$ cat config.mk
export PLATFORM = sky130hd
export DESIGN_NAME = switch_traffic_gen
export DESIGN_NICKNAME = d
export VERILOG_FILES = /design/src/rtl/switch_traffic_gen.sv
export SDC_FILE = /design/constraint.sdc
export NUM_CORES = 1
export LEC_CHECK = 0
export CAP_MARGIN = 20
export CORE_AREA = 4 4 166 168
export CTS_BUF_LIST = sky130_fd_sc_hd__clkbuf_8
export DETAILED_ROUTE_END_ITERATION = 16
export DIE_AREA = 0 0 170 172
export HOLD_SLACK_MARGIN = 0.15
export PLACE_DENSITY = 0.59
export SLEW_MARGIN = 20
export SYNTH_ARGS = -nofsm -noshare
export SYNTH_HDL_FRONTEND = slang
export SYNTH_SLANG_ARGS = --single-unit
export TNS_END_PERCENT = 50
$ cat constraint.sdc
create_clock -name clk -period 5.9 [get_ports clk]
set_input_delay 0.59 -clock clk [delete_from_list [all_inputs] [get_ports clk]]
set_output_delay 0.59 -clock clk [all_outputs]
set_load 0.02 [all_outputs]
$ cat src/rtl/switch_traffic_gen.sv
// ---------------------------------------------------------------------------
// switch_traffic_gen
//
// Packet injector feeding one switch input port. Packets of a programmable
// length (head, body..., tail) are started from IDLE whenever an LFSR draw
// falls below the programmed injection rate. Flits leave only when the
// downstream per-VC buffer has space, tracked with credit counters that are
// replenished through credit_return. Packet, flit and stall counters record
// what was actually offered so switch activity can be cross-checked.
//
// Optional build macro:
//   TRAFFIC_GEN_CHECKSUM_EN - appends one checksum flit (XOR of every
//                             previous flit_data word of the packet); the
//                             tail marker moves onto that flit.
//
// Ports:
//   clk            clock
//   n_rst          asynchronous active-low reset
//   enable         allows new packets to start (never truncates one)
//   inject_rate    0 never, 255 every IDLE cycle, else lfsr[7:0] < rate
//   pkt_len        flits per packet incl. head (0 -> 1, clamped to max)
//   credit_return  one credit back per set bit per cycle
//   flit_valid     registered flit strobe
//   flit_vc        VC of the current flit
//   flit_head      first flit of a packet
//   flit_tail      last flit of a packet
//   flit_data      flit payload
//   busy           a packet is in progress
//   credit_err     sticky: credit returned to a VC already at full credit
//   pkts_sent      completed packets
//   flits_sent     emitted flits
//   stall_cycles   SEND cycles blocked by zero credit
// ---------------------------------------------------------------------------
module switch_traffic_gen #(
    parameter int          NUM_VCS     = 2,
    parameter int          BUFFER_SIZE = 8,
    parameter int          TOTAL_NODES = 4,
    parameter int          NODE        = 0,
    parameter int          FLIT_WIDTH  = 32,
    parameter int          MAX_PKT_LEN = 16,
    parameter logic [15:0] LFSR_SEED   = 16'hACE1,
    localparam int         VC_W        = (NUM_VCS > 1) ? $clog2(NUM_VCS) : 1,
    localparam int         LEN_W       = $clog2(MAX_PKT_LEN + 1)
) (
    input  logic                  clk,
    input  logic                  n_rst,
    input  logic                  enable,
    input  logic [7:0]            inject_rate,
    input  logic [LEN_W-1:0]      pkt_len,
    input  logic [NUM_VCS-1:0]    credit_return,
    output logic                  flit_valid,
    output logic [VC_W-1:0]       flit_vc,
    output logic                  flit_head,
    output logic                  flit_tail,
    output logic [FLIT_WIDTH-1:0] flit_data,
    output logic                  busy,
    output logic                  credit_err,
    output logic [31:0]           pkts_sent,
    output logic [31:0]           flits_sent,
    output logic [31:0]           stall_cycles
);

    localparam int          CRED_W     = $clog2(BUFFER_SIZE + 1);
    localparam logic [15:0] LFSR_INIT  = (LFSR_SEED == 16'h0000) ? 16'h0001 : LFSR_SEED;
    localparam logic [7:0]  FIRST_DEST = (NODE == 0) ? 8'd1 : 8'd0;

    typedef enum logic {
        IDLE = 1'b0,
        SEND = 1'b1
    } state_t;

    state_t                state;
    state_t                state_next;

    logic [15:0]           lfsr;
    logic [CRED_W-1:0]     credit [NUM_VCS];
    logic [15:0]           seq;
    logic [7:0]            next_dest;
    logic [7:0]            dest;
    logic [VC_W-1:0]       next_vc;
    logic [VC_W-1:0]       vc;
    logic [LEN_W-1:0]      len;
    logic [15:0]           idx;

    logic                  start;
    logic                  can_send;
    logic                  stalled;
    logic                  is_last;
    logic [15:0]           last_idx;
    logic [LEN_W-1:0]      clamped_len;
    logic [7:0]            len8;
    logic [FLIT_WIDTH-1:0] payload;
    logic [FLIT_WIDTH-1:0] out_word;
    logic [NUM_VCS-1:0]    send_on;
    logic [NUM_VCS-1:0]    overflow;

`ifdef TRAFFIC_GEN_CHECKSUM_EN
    logic [FLIT_WIDTH-1:0] csum;
`endif

    // Round-robin destination step that never lands on our own node id.
    function automatic logic [7:0] advance_dest(input logic [7:0] d);
        logic [7:0] n;
        n = (d == 8'(TOTAL_NODES - 1)) ? 8'd0 : d + 8'd1;
        if (n == 8'(NODE)) begin
            n = (n == 8'(TOTAL_NODES - 1)) ? 8'd0 : n + 8'd1;
        end
        return n;
    endfunction

    assign busy = (state != IDLE);
    assign len8 = 8'(len);

    // The checksum build carries one extra flit, so its last index is len
    // rather than len-1.
`ifdef TRAFFIC_GEN_CHECKSUM_EN
    assign last_idx = 16'(len);
`else
    assign last_idx = 16'(len) - 16'd1;
`endif

    // Injection decision, send qualification and length clamping.
    always_comb begin
        start    = (state == IDLE) && enable &&
                   ((inject_rate == 8'hFF) || (lfsr[7:0] < inject_rate));
        can_send = (state == SEND) && (credit[vc] != '0);
        stalled  = (state == SEND) && (credit[vc] == '0);
        is_last  = (idx == last_idx);
        if (pkt_len == '0) begin
            clamped_len = LEN_W'(1);
        end else if (pkt_len > LEN_W'(MAX_PKT_LEN)) begin
            clamped_len = LEN_W'(MAX_PKT_LEN);
        end else begin
            clamped_len = pkt_len;
        end
    end

    // Flit word assembly; everything above bit 31 stays zero.
    always_comb begin
        payload = '0;
        if (idx == 16'd0) begin
            payload[31:0] = {seq, len8, dest};
        end else begin
            payload[31:0] = {seq, idx};
        end
`ifdef TRAFFIC_GEN_CHECKSUM_EN
        out_word = is_last ? csum : payload;
`else
        out_word = payload;
`endif
    end

    // Per-VC credit events: which VC is sending and which return would
    // push a counter past the buffer depth.
    always_comb begin
        send_on  = '0;
        overflow = '0;
        for (int i = 0; i < NUM_VCS; i++) begin
            send_on[i]  = can_send && (vc == VC_W'(i));
            overflow[i] = credit_return[i] && !send_on[i] &&
                          (credit[i] == CRED_W'(BUFFER_SIZE));
        end
    end

    // Next-state logic: leave SEND only once the tail has gone out.
    always_comb begin
        state_next = state;
        case (state)
            IDLE:    if (start) state_next = SEND;
            SEND:    if (can_send && is_last) state_next = IDLE;
            default: state_next = IDLE;
        endcase
    end

    // State register.
    always_ff @(posedge clk or negedge n_rst) begin
        if (!n_rst) begin
            state <= IDLE;
        end else begin
            state <= state_next;
        end
    end

    // Free-running 16-bit Fibonacci LFSR, taps 16,14,13,11.
    always_ff @(posedge clk or negedge n_rst) begin
        if (!n_rst) begin
            lfsr <= LFSR_INIT;
        end else begin
            lfsr <= {lfsr[14:0], lfsr[15] ^ lfsr[13] ^ lfsr[12] ^ lfsr[10]};
        end
    end

    // Packet context: latched at start, flit index advances per sent flit.
    always_ff @(posedge clk or negedge n_rst) begin
        if (!n_rst) begin
            len       <= '0;
            dest      <= '0;
            vc        <= '0;
            idx       <= '0;
            next_dest <= FIRST_DEST;
            next_vc   <= '0;
            seq       <= '0;
        end else begin
            if (start) begin
                len       <= clamped_len;
                dest      <= next_dest;
                vc        <= next_vc;
                idx       <= '0;
                next_dest <= advance_dest(next_dest);
                next_vc   <= (next_vc == VC_W'(NUM_VCS - 1)) ? '0 : next_vc + 1'b1;
            end else if (can_send) begin
                idx <= idx + 16'd1;
                if (is_last) begin
                    seq <= seq + 16'd1;
                end
            end
        end
    end

`ifdef TRAFFIC_GEN_CHECKSUM_EN
    // Running XOR of every flit word already sent in this packet.
    always_ff @(posedge clk or negedge n_rst) begin
        if (!n_rst) begin
            csum <= '0;
        end else if (start) begin
            csum <= '0;
        end else if (can_send) begin
            csum <= csum ^ out_word;
        end
    end
`endif

    // Registered flit outputs; fields are cleared when no flit is present.
    always_ff @(posedge clk or negedge n_rst) begin
        if (!n_rst) begin
            flit_valid <= 1'b0;
            flit_vc    <= '0;
            flit_head  <= 1'b0;
            flit_tail  <= 1'b0;
            flit_data  <= '0;
        end else begin
            flit_valid <= can_send;
            flit_vc    <= can_send ? vc : '0;
            flit_head  <= can_send && (idx == 16'd0);
            flit_tail  <= can_send && is_last;
            flit_data  <= can_send ? out_word : '0;
        end
    end

    // Credit counters: a simultaneous send and return cancel out, and a
    // return to a full counter is dropped and flagged.
    always_ff @(posedge clk or negedge n_rst) begin
        if (!n_rst) begin
            for (int i = 0; i < NUM_VCS; i++) begin
                credit[i] <= CRED_W'(BUFFER_SIZE);
            end
        end else begin
            for (int i = 0; i < NUM_VCS; i++) begin
                if (send_on[i] && !credit_return[i]) begin
                    credit[i] <= credit[i] - 1'b1;
                end else if (credit_return[i] && !send_on[i] && !overflow[i]) begin
                    credit[i] <= credit[i] + 1'b1;
                end
            end
        end
    end

    // Activity counters and the sticky credit error flag.
    always_ff @(posedge clk or negedge n_rst) begin
        if (!n_rst) begin
            pkts_sent    <= '0;
            flits_sent   <= '0;
            stall_cycles <= '0;
            credit_err   <= 1'b0;
        end else begin
            if (can_send) begin
                flits_sent <= flits_sent + 32'd1;
            end
            if (can_send && is_last) begin
                pkts_sent <= pkts_sent + 32'd1;
            end
            if (stalled) begin
                stall_cycles <= stall_cycles + 32'd1;
            end
            if (|overflow) begin
                credit_err <= 1'b1;
            end
        end
    end

endmodule

Word level (Yosys, flattened, before mapping) --
Cells that the tools add are included.
Storage, ports and cells: bits in read-only memories 0, latch bits 0, memory bits (writable) 0, register bits after elaboration 213, input bits 18, word-level logic and storage cells 103, memories kept 0, output and inout bits 134
Operators by class: multiply operators 0, equality and inequality tests 6, bitwise gates (word level) 7, divide/modulo/power cells 0, shifts and indexed selects 0, mux-type cells 21, magnitude comparators 3, reduce and logical (&&, ||, !) cells 33, add/sub/neg operators 13
Operators with widths (number):
- adder 32 x 1 -> 32 bit, second input constant | 3
- two-way mux 16 bit | 3
- adder 16 x 1 -> 16 bit, second input constant | 2
- two-way mux 32 bit | 1
- two-way mux 4 bit | 7
- two-way mux 8 bit | 3
- adder 8 x 1 -> 8 bit, second input constant | 2
- == test 16 bit | 1
- == test 8 x 2 -> 1 bit, second input constant | 2
- logical AND 1 bit | 16
- zero test 16 bit | 1
- two-way mux 5 bit | 2
- adder 4 x 1 -> 4 bit, second input constant | 2
- == test 4 bit, second input constant | 2
- == test 8 bit, second input constant | 1
- zero test 8 bit | 1
- < comparator 8 bit | 1
- subtractor 4 x 1 -> 4 bit, second input constant | 2
- zero test 1 bit | 6
- nonzero test 2 bit | 3
- subtractor 5 x 1 -> 6 bit, second input constant | 1
- greater-than comparator 5 bit, second input constant | 1
- zero test 5 bit | 1
- zero test 4 bit | 1
- 11 further kinds | 18

Logic depth before layout (Yosys ltp) --
depth after elaboration 14, gate-level depth with buffers 9, gate-level depth less buffers 8

Worst setup path before layout --
Ideal clock, no wire load.
path type input to register, from input inject_rate[2], to register dest[0], setup slack 3.386 ns, data required time 5.775 ns, arrival 2.389 ns, library setup time 0.125 ns, stages on the path 8, path buffers 1, path through inv_1 ha_1 a211o_1 a31oi_1 o221ai_1 nand2_1 buf_2 mux2_2
On the way: cells in the longest elaborated chain, start to end 3, elaborated cells on any way between the ends 4, classes of those cells 1 x order compare; 1 x eq/ne; 2 x reduce/logical
RTL lines:
- start: declaration | line 48 | input logic [7:0] inject_rate,
- < comparator 8 bit or == test 8 bit (tied branches) | line 125 | ((inject_rate == 8'hFF) || (lfsr[7:0] < inject_rate));
- logical OR 1 bit (*) | line 125
- logical AND 1 bit (*) | line 124 | start = (state == IDLE) && enable &&
- end signal: assignment | line 206 | dest <= next_dest;
- end: declaration | line 79 | logic [7:0] dest;
Every way passes the cells marked *; elsewhere a longest branch is shown, timed or not. A chain may end at the register's enable or synchronous reset.

Worst setup path in the final report --
from input inject_rate[2], to register len[3]
On the way: cells in the longest elaborated chain, start to end 3, elaborated cells on any way between the ends 4, classes of those cells 1 x order compare; 1 x eq/ne; 2 x reduce/logical
RTL lines:
- < comparator 8 bit or == test 8 bit (tied branches) | line 125
- logical OR 1 bit (*) | line 125
- logical AND 1 bit (*) | line 124
- end signal: assignment | line 205 | len <= clamped_len;
- end: declaration | line 82 | logic [LEN_W-1:0] len;
Marked as above.

==> results.yml <==
clocking:
  cts_tree: "built"
  clkLatencyLatePin_ns: 0.53
  cts_htree_levels: 2
  cts_buffers: 39
  clkSinkCount: 213
  clk_path_buf_depth: 3
  post-cts-setup-buffers: 0
  path_clk_slew_ns: 0.06
  root_buffer: "clkbuf_8"
detailed_routing:
  drtAntennaViolNets: 0
  wl_per_cell_um: 16.5
  dr_wl_met3_mm: 1.25
  wirelength_mm: 23.8
  met1_length_mm: 11.0
  wl_met2_mm: 11.3
  viasPerCell: 5.23
  drc_errors: 0
  dr.max_layer_used: "met4"
  drtIter0Drc: 491
  num_vias: 7574
  drtPass1Iterations: 5
hold_path:
  hold_class: "reg2reg"
  hp-start: "lfsr[9]$_DFF_PN0_"
  whs_path_depth: 0
  min_to: "lfsr[10]$_DFF_PN1_"
power:
  worst_ir_drop_vdd_v: 0.000212
  p_sw_mw: 1.50
  combPwrFrac_pct: 24.2
  power_frac_seq_pct: 42.6
  cellPowerDensity_nw_per_um2: 339
  switching_share_pct: 34.0
  finalPower_mw: 4.40
  internal-power_mw: 2.90
  pwr-share-clk_pct: 33.2
  p_leak_nw: 5.89
timing:
  fmax_ghz: 0.309
  fin_skew_ns: 0.0189
  maxSlewViolCount: 0
  tightest_slew_ns: 0.856
  setup_viol: 0
  hold_violations: 0
  layout_min_cycle_time_ns: 3.24
  relSlewSlack_pct: 42.7
  holdWs_ns: 0.357
  rsz0062_at_grt: "false"
  fin_tns_setup_ns: 0
  period_share_pct: 54.9
place:
  place_congestion: 0.782
  place_area_um2: 12100
  place_hpwl_mm: 15.9
  io_buffers: 151
logic_synthesis:
  avgSynthCellArea_um2: 11.2
  synth_cells: 926
  synth_edf_count: 0
  synth_cell_type_count: 67
  synth_fp_nets: 962
  netlist_area_um2: 10300
  synthFlopType: "dfrtp_1"
  ys_seq_area_share_pct: 51.7
  async_flop_share_pct: 100
  ys_warn_count: 0
  ys_ff_latch: 213
critical_path:
  path_max_fanout: 18
  slowest_delay_ns: 0.67
  cp_top_family: "buffers and inverters"
  crit_type: "in2reg"
  crit_buf_inv: 3
  cpMaxStageDelayCell: "nand2_1"
  r2r-end: "len[3]$_DFFE_PN0P_"
  rrSetupSlack_ns: 2.91
  cp_cell_sequence: "clkdlybuf4s50_1 -> inv_1 -> ha_1 -> a211o_1 -> a31oi_1 -> o221ai_1 -> nand2_1 -> buf_4 -> mux2_2"
  cp-end-kind: "flop"
  reg2reg_depth: 7
  cp-start-kind: "input pin"
  r2r_start: "lfsr[2]$_DFF_PN0_"
  crit_required_ns: 6.31
  arrival_ns: 3.65
floorplan:
  dieArea_um2: 29200
  initial_core_util_pct: 39.9
  pin_count: 152
  coreArea_um2: 25900
  rows: 59
  die_y_um: 172
  die_x_um: 170
layout:
  drive_gt1_share_pct: 14.4
  layout_commonest_cell: "dfrtp_1"
  stdcell_area_um2: 13000
  area_growth_pct: 25.4
  mostFrequentLayoutCells: "dfrtp_1, clkdlybuf4s50_1, xor2_1"
  nets: 1118
  utilization_pct: 50.0
  diodes: 0
global_route:
  grt_max_degree: 100
  first_global_vias: 7393
  grt_util_all_layers_pct: 16.2
  overflow: 0
  grt_pass1_wl_mm: 39.1
  antenna_found_initial: 0
run_status:
  status: "completed"
flow_run:
  maxCapViolations: 0
[cell type report]
type	count	area (µm²)
fillers	2348	12900
flip-flops and latches	213	5340
multi-input cells	633	4640
repair buffers	163	1610
clock buffers	52	716
well taps	335	419
clock inverters	20	120
inverters	32	120
[worst max-delay path by stage]
stage | start | end | slack, ns | cells past startpoint
final | inject_rate[2] | len[3]$_DFFE_PN0P_ | 2.66 | 9
after global routing | inject_rate[2] | len[3]$_DFFE_PN0P_ | 2.46 | 9
after CTS | inject_rate[2] | len[3]$_DFFE_PN0P_ | 2.69 | 9
after detailed placement | inject_rate[2] | dest[0]$_DFFE_PN0P_ | 2.12 | 9
after global placement | inject_rate[2] | len[2]$_DFFE_PN0P_ | 2.19 | 9
after floorplan | inject_rate[2] | dest[0]$_DFFE_PN0P_ | 3.39 | 8
[worst reg2reg max path, cell delays in order, from the launching register on]
cell and delay, ns:
dfrtp_1 0.38, ha_1 0.29, a211o_1 0.30, a31oi_1 0.16
o221ai_1 0.37, nand2_1 0.67, buf_4 0.36, mux2_2 0.36
[power by group through the flow]
stage          Combinational, mW  Sequential, mW  Clock (mW)
2_1_floorplan              0.637            1.92           0
3_3_place_gp                1.07            1.90           0
3_5_place_dp                1.08            1.90           0
4_1_cts                     1.08            1.87        1.51
5_1_grt                     1.17            1.90        1.57
6_report                    1.07            1.87        1.46
[per-layer routing]
layer,up-vias,track usage (%)
met5,-,0
met4,0,4.72
met3,24,2.93
met2,174,25.4
met1,3753,23.1
li1,3623,-
[synth_stat cells, types with 3 or more instances]
cell type / n / area, µm²
dfrtp_1: 202 / 5050
xor2_1: 103 / 902
nor2_1: 56 / 210
nand3_1: 53 / 265
nand2_1: 52 / 195
nand4_1: 45 / 282
xnor2_1: 41 / 359
nor4_2: 40 / 500
and3_1: 37 / 231
inv_1: 32 / 120
nor3_1: 30 / 150
a21oi_1: 20 / 100
clkbuf_1: 20 / 75.1
nor4_1: 20 / 125
mux2_2: 19 / 214
buf_2: 18 / 90.1
ha_1: 18 / 225
and4_1: 12 / 105
dfstp_2: 11 / 289
nor4b_1: 7 / 61.3
o21ai_0: 7 / 35.0
nand2b_1: 5 / 31.3
or3_1: 5 / 31.3
buf_6: 4 / 45.0
mux2i_1: 4 / 40.0
and2_1: 3 / 18.8
nand3b_1: 3 / 22.5
nor2b_1: 3 / 18.8
o211ai_1: 3 / 22.5
[through the flow]
step           instances  setup WS [ns]
3_5_place_dp        1375           2.12
3_3_place_gp        1375           2.19
5_1_grt             1448           2.46
4_1_cts             1448           2.69
6_report            1448           2.66
2_1_floorplan        926           3.39
[kinds of logic (layout without fill, tap and decap cells)]
| group | count (synthesis) | count (layout) | share of synthesized area, % |
|---|---|---|---|
| muxes | 23 | 23 | 2.46 |
| buffers and inverters | 80 | 267 | 3.51 |
| DFF | 213 | 213 | 51.7 |
| and+or+nand+nor | 385 | 385 | 23.5 |
| xor gates and xnor gates | 144 | 144 | 12.2 |
| AOI/OAI and AO/OA | 63 | 63 | 4.44 |
| adders and majority gates | 18 | 18 | 2.18 |
[registers in the layout (all words and copies together) (netlist names), 5 cells and up]
register	count
credit	8
dest	8
flit_data	32
flits_sent	32
idx	16
len	5
lfsr	16
next_dest	8
pkts_sent	32
seq	16
stall_cycles	32
[what timing repair did]
action / in CTS / in global routing
endpoints found under the setup margin: 0 / 0
hold buffers: 1 / 0
endpoints found under the hold margin: 75 / 0
gates resized for setup: 0 / 0
(Power assumes the default switching activity.)
